--- src/rtl/bcd_pkg.sv ---
// Shared definitions for the sequential binary-to-BCD converter.
package bcd_pkg;

   localparam int DIGIT_W = 4;

   typedef enum logic [1:0] {
      IDLE  = 2'd0,
      SHIFT = 2'd1,
      DONE  = 2'd2
   } state_t;

endpackage : bcd_pkg

--- src/rtl/bcd_add3_digit.sv ---
// Double-dabble digit correction: a digit of 5 or more gets 3 added before the shift.
module bcd_add3_digit
   import bcd_pkg::*;
(
   input  logic [DIGIT_W-1:0] digit_i,
   output logic [DIGIT_W-1:0] digit_o
);

   always_comb begin
      digit_o = digit_i;
      if (digit_i >= 4'd5) begin
         digit_o = digit_i + 4'd3;
      end
   end

endmodule : bcd_add3_digit

--- src/rtl/bin_to_bcd_seq.sv ---
// Sequential binary-to-BCD converter, one double-dabble iteration per clock.
//    state | meaning
//    IDLE  | waiting for start, result registers hold last conversion
//    SHIFT | one add-3/shift iteration per cycle, cnt_q iterations left
//    DONE  | single-cycle done pulse, start here is accepted back-to-back
module bin_to_bcd_seq
   import bcd_pkg::*;
#(
   parameter int WIDTH  = 16,
   parameter int DIGITS = 5
) (
   input  logic                      clk,
   input  logic                      rst_n,
   input  logic                      start,
   input  logic [WIDTH-1:0]          bin,
   output logic                      busy,
   output logic                      done,
   output logic [DIGIT_W*DIGITS-1:0] bcd,
   output logic                      overflow
);

   localparam int BW = DIGIT_W * DIGITS;
   localparam int CW = $clog2(WIDTH + 1);

   state_t          state_q, state_d;
   logic [CW-1:0]   cnt_q, cnt_d;
   logic [WIDTH-1:0] sr_q, sr_d;
   logic [BW-1:0]   wd_q, wd_d;
   logic            ovf_w_q, ovf_w_d;
   logic [BW-1:0]   bcd_q, bcd_d;
   logic            overflow_q, overflow_d;

   logic [BW-1:0]   adj;
   logic [BW-1:0]   wd_shift;
   logic            ovf_shift;

   for (genvar g = 0; g < DIGITS; g++) begin : g_dig
      bcd_add3_digit u_add3 (
         .digit_i (wd_q[g*DIGIT_W +: DIGIT_W]),
         .digit_o (adj[g*DIGIT_W +: DIGIT_W])
      );
   end

   // The bit leaving the top digit is a carry of 10^DIGITS; it is only tracked as overflow.
   assign wd_shift  = {adj[BW-2:0], sr_q[WIDTH-1]};
   assign ovf_shift = ovf_w_q | adj[BW-1];

   always_ff @(posedge clk or negedge rst_n) begin
      if (!rst_n) begin
         state_q    <= IDLE;
         cnt_q      <= '0;
         sr_q       <= '0;
         wd_q       <= '0;
         ovf_w_q    <= 1'b0;
         bcd_q      <= '0;
         overflow_q <= 1'b0;
      end else begin
         state_q    <= state_d;
         cnt_q      <= cnt_d;
         sr_q       <= sr_d;
         wd_q       <= wd_d;
         ovf_w_q    <= ovf_w_d;
         bcd_q      <= bcd_d;
         overflow_q <= overflow_d;
      end
   end

   always_comb begin
      state_d    = state_q;
      cnt_d      = cnt_q;
      sr_d       = sr_q;
      wd_d       = wd_q;
      ovf_w_d    = ovf_w_q;
      bcd_d      = bcd_q;
      overflow_d = overflow_q;

      case (state_q)
         IDLE, DONE: begin
            if (start) begin
               sr_d    = bin;
               wd_d    = '0;
               ovf_w_d = 1'b0;
               cnt_d   = CW'(WIDTH);
               state_d = SHIFT;
            end else begin
               state_d = IDLE;
            end
         end
         SHIFT: begin
            sr_d    = sr_q << 1;
            wd_d    = wd_shift;
            ovf_w_d = ovf_shift;
            cnt_d   = cnt_q - CW'(1);
            if (cnt_q == CW'(1)) begin
               bcd_d      = wd_shift;
               overflow_d = ovf_shift;
               state_d    = DONE;
            end
         end
         default: begin
            state_d = IDLE;
         end
      endcase
   end

   assign busy     = (state_q == SHIFT);
   assign done     = (state_q == DONE);
   assign bcd      = bcd_q;
   assign overflow = overflow_q;

endmodule : bin_to_bcd_seq
--- config.mk ---
export PLATFORM = sky130hd
export DESIGN_NAME = bin_to_bcd_seq
export DESIGN_NICKNAME = d
export VERILOG_FILES = /design/src/rtl/bcd_pkg.sv /design/src/rtl/bcd_add3_digit.sv /design/src/rtl/bin_to_bcd_seq.sv
export SDC_FILE = /design/constraint.sdc
export NUM_CORES = 1
export LEC_CHECK = 0
export ABC_CLOCK_PERIOD_IN_PS = 2860
export CAP_MARGIN = 0
export CELL_PAD_IN_SITES_DETAIL_PLACEMENT = 1
export CELL_PAD_IN_SITES_GLOBAL_PLACEMENT = 2
export CORE_UTILIZATION = 38
export DETAILED_ROUTE_END_ITERATION = 10
export MAX_ROUTING_LAYER = met4
export PLACE_DENSITY = 0.91
export REMOVE_ABC_BUFFERS = 1
export SYNTH_ARGS = -nofsm -noshare
export SYNTH_HDL_FRONTEND = slang
export SYNTH_SLANG_ARGS = --single-unit
export TNS_END_PERCENT = 10
--- constraint.sdc ---
create_clock -name clk -period 2.86 [get_ports clk]
set_input_delay 0.572 -clock clk [delete_from_list [all_inputs] [get_ports clk]]
set_output_delay 0.572 -clock clk [all_outputs]
set_load 0.02 [all_outputs]
==> flow_results.org, run 1 <==
** CTS
- Buffers inserted during clock tree synthesis total 9.
- Clock input transition at the sequential cells of the worst setup and hold paths :: roughly 0.070 ns
- Clock latency on the worst-skew pair, taken at its later pin, is approximately 0.34 ns.
- Number of buffers on the longest clock path :: 2
- The clock net in this run drives a total of 65 sinks.
- Quantity of gates resized following cts :: 0
- Clock tree synthesis selected as its root buffer the cell sky130_fd_sc_hd__clkbuf_8.
- TritonCTS clock tree :: built
- Buffers inserted during post-CTS setup optimization :: 0
- Number of H-tree levels :: 3
- Post-cts hold buffer count :: 0

** Yosys
- Synth top area share :: approximately 53%
- Register bit total from synthesis :: 65
- Average instance area after synthesis :: roughly 10 sq um
- Summed over all instances, the cell type with the most area after synthesis is sky130_fd_sc_hd__dfrtp_1.
- Synthesis produced a little under 300 cells.
- Cell area after synthesis :: between 3000 and 4000 sq um
- For this run, the number of Yosys warnings is 0.
- Number of unique standard cell types used by synthesis :: 28
- Ranking of synthesized cells by area :: sky130_fd_sc_hd__dfrtp_1 53%, sky130_fd_sc_hd__nand2_1 7.2%, sky130_fd_sc_hd__o21ai_0 5.4%
- Sequential fraction of the synthesis area :: between 50% and 60%

** Worst setup path
- Setup slack on the worst reg-to-reg path comes out at 0.87 ns.
- STA puts the critical path data required time at 2.29 ns.
- Kind of critical path :: register to primary output
- The worst register-to-register path ends at wd_q[19].
- Startpoint of the worst register-to-register path :: state_q[0]
- Biggest fanout along the worst timing path :: 19
- Length in cells of the worst reg-to-reg path :: 6
- Crit path arrival time :: 1.88 ns
- Critical Path Source Type :: register
- STA classifies the critical path endpoint as a primary output.

** Routing
- In the routed layout, each cell is associated on average with a via count of between 5 and 6.
- Post-route ant nets :: 0
- Before antenna repair, the detailed router went through 4 iterations.
- For this block, the initial DRC count from the detailed router was 78.
- DR WL/cell :: 15.02 um
- Wires add up to ~6700 um.
- For this run, design rule violations remaining after detail routing come to 0.
- Detailed routing inserted a total of 2273 vias.

** Global route
- The via count of the first global-routing pass came to ~2500.
- GRT Util Overall :: between 10% and 20%
- Entering global routing, the biggest net connects 26 pins.
- The number of antenna violations at the first check in global routing came to 0.
- Summed over all layers, the global routing overflow is 0.
- The first global-routing pass estimated around 12000 um of wire.

** STA
- Min Tclk post-route :: about 2.5 ns
- Worst Hold Margin :: around 0.19 ns
- Final Hold Vio Count :: 0
- The number of pins exceeding their max-slew limit in the final report was 0.
- Final setup violating endpoints :: 0
- The worst path uses 85.67% of the clock period.
- Worst setup margin :: a little over 0.4 ns
- Final worst clock skew :: 0.005069 ns
- Worst slew margin relative to its limit :: 48.06%
- Least-Margin Pin Slew :: between 0.7 and 0.8 ns
- Setup repair after global routing left no endpoint under its margin.
- Highest Clock Rate :: 408.1 MHz
- Setup tns final :: 0 ns

** Cells and area
- At the end of the flow, the number of nets in the layout was 370.
- 0 antenna diodes ended up in the layout.
- Final standard cell count with taps included and fillers excluded :: about 450
- Registers take around 1600 sq um.
- Area of the multi-input gates :: roughly 1300 sq um
- Layout cell share with drive strength beyond 1 :: 10.47%
- Synthesis-to-finish area growth :: 21.90%
- The filler cells instantiated in the layout total a little under 900.

** Outcome
- Run status :: completed

** Floorplan
- The floorplan step set the die width to between 90 and 100 um.
- Standard-cell row count :: 32
- The die is 91.78 um tall.
- IO Pins :: 42
- Effective utilization at floorplan :: 39.43%
- The floorplan step defined a core boundary enclosing between 7000 and 8000 sq um.
- Overall die area :: 8424 sq um

** Power and ir drop
- Leakage power of the design :: between 1.5 and 2 nW
- The worst-case IR drop observed on VDD is approximately 530 uV.
- Power spread over the standard cell area amounts to between 1000 and 1500 nW/um^2.

** Placement
- Routability-driven placement finished with a final weighted congestion of ~0.78.
- Input and output buffers added on the ports amount to just over 40.
- Post-placement setup slack :: around 0.43 ns
- After legalization and detailed placement, the total HPWL measured roughly 4700 um.
- Post-Place Cells :: 430

** Job
- Max-cap violations in this run came to 0.

** Worst hold path
- Min-Delay Path Class :: input pin to async pin
## synthesized netlist by cell type
library cell                 n
sky130_fd_sc_hd__a2bb2oi_1   1
sky130_fd_sc_hd__clkbuf_1    3
sky130_fd_sc_hd__xnor2_1     5
sky130_fd_sc_hd__buf_2       6
sky130_fd_sc_hd__buf_12      1
sky130_fd_sc_hd__nand2b_1    7
sky130_fd_sc_hd__inv_1      12
sky130_fd_sc_hd__nor4b_4     1
sky130_fd_sc_hd__or4_1       1
sky130_fd_sc_hd__a22o_1     10
sky130_fd_sc_hd__buf_4       4
sky130_fd_sc_hd__mux2_2      1
sky130_fd_sc_hd__nor3_1      6
sky130_fd_sc_hd__nand2_1    59
sky130_fd_sc_hd__a21oi_1    15
sky130_fd_sc_hd__ha_1       12
sky130_fd_sc_hd__mux2i_1     6
sky130_fd_sc_hd__nand2_4     1
sky130_fd_sc_hd__inv_2       1
sky130_fd_sc_hd__nand3_1     7
sky130_fd_sc_hd__o21ai_0    33
sky130_fd_sc_hd__mux2_4      7
sky130_fd_sc_hd__nor2b_1     2
sky130_fd_sc_hd__nor2_1      3
sky130_fd_sc_hd__clkinv_2    1
sky130_fd_sc_hd__dfrtp_1    65
sky130_fd_sc_hd__a22oi_1    15
sky130_fd_sc_hd__nor3b_1    10
## routing by layer
metal	wire length (um)	GRT usage (%)	up-vias
met2	3245	29.57	42
met3	235	4.561	5
met5	0	-	-
met4	59	5.859	0
li1	-	-	1104
met1	3160	23.00	1122
## through the flow
stage | area, sq um | util (%) | power (W)
after floorplan | 2972 | - | 0.002986
after global placement | 3552 | 45.73 | 0.003667
after detailed placement | 3552 | 45.73 | 0.003766
after CTS | 3734 | 48.07 | 0.004509
after global routing | 3734 | 48.07 | 0.004818
final | 3734 | 48.07 | 0.004436
## cells by family after synthesis
logic type | synth area share, %
fa+ha+maj | 4.902
xor+xnor | 1.430
compound gates | 14.67
simple gates | 15.40
mux | 5.760
flops | 53.10
buf+inv | 4.738
## worst max-delay path, stage by stage, from the launching register on
cell and delay, ns:
sky130_fd_sc_hd__dfrtp_1 0.39, sky130_fd_sc_hd__nand2b_1 0.17, sky130_fd_sc_hd__inv_2 0.30, sky130_fd_sc_hd__clkdlybuf4s50_1 0.68
## state kept, by name, summed over array words and instances (netlist names)
name,cells
overflow,1
wd_q,20
sr_q,16
state_q,2
cnt_q,5
bcd,20
ovf_w_q,1
## area by class of cell
cell class	instances	area share, %
clock buffer	10	3.686
clock inverter	6	1.173
inverter	14	1.441
multi-input combinational	202	34.65
sequential	65	43.57
tap	102	3.418
timing repair buffer	47	12.06
## power by group
group / total [W] / leakage, nW / switching, W / internal [W]
combinational: 0.00205 / 0.791 / 0.00111 / 0.000936
sequential: 0.00168 / 0.819 / 0.000337 / 0.00134
clock: 0.000711 / 0.0805 / 0.000373 / 0.000337
total: 0.00444 / 1.69 / 0.00182 / 0.00262
## layout by cell type (no fill, tap or decap), types with 4 or more instances in the layout
cell type / count
sky130_fd_sc_hd__mux2i_1: 6
sky130_fd_sc_hd__nor3_1: 6
sky130_fd_sc_hd__a22oi_1: 15
sky130_fd_sc_hd__a22o_1: 10
sky130_fd_sc_hd__o21ai_0: 33
sky130_fd_sc_hd__nand2_1: 59
sky130_fd_sc_hd__clkinvlp_4: 4
sky130_fd_sc_hd__mux2_4: 7
sky130_fd_sc_hd__clkdlybuf4s50_1: 40
sky130_fd_sc_hd__inv_1: 12
sky130_fd_sc_hd__ha_1: 12
sky130_fd_sc_hd__nor3b_1: 10
sky130_fd_sc_hd__xnor2_1: 5
sky130_fd_sc_hd__dfrtp_1: 65
sky130_fd_sc_hd__clkbuf_8: 10
sky130_fd_sc_hd__nand3_1: 7
sky130_fd_sc_hd__a21oi_1: 15
sky130_fd_sc_hd__buf_4: 6
sky130_fd_sc_hd__nand2b_1: 7
## worst max-delay path by stage
stage	start	to	slack [ns]	depth (start not counted)
after floorplan	state_q[0]	wd_q[11]	0.26	5
after global placement	start	wd_q[19]	0.47	6
after detailed placement	start	wd_q[19]	0.43	6
after CTS	state_q[1]	busy	0.39	3
after global routing	state_q[1]	busy	0.35	3
final	state_q[1]	busy	0.41	3
Power figures use the tool's default switching activity.
==> run 2, diff against run 1 <==
--- a/config.mk
+++ b/config.mk
@@ -14,6 +14,8 @@
 export MAX_ROUTING_LAYER = met4
 export PLACE_DENSITY = 0.91
 export REMOVE_ABC_BUFFERS = 1
+export SKIP_LAST_GASP = 1
+export SLEW_MARGIN = 20
 export SYNTH_ARGS = -nofsm -noshare
 export SYNTH_HDL_FRONTEND = slang
 export SYNTH_SLANG_ARGS = --single-unit
==> results of run 2 <==
No change in the layout: final DEF, timing and power equal those of run 1.
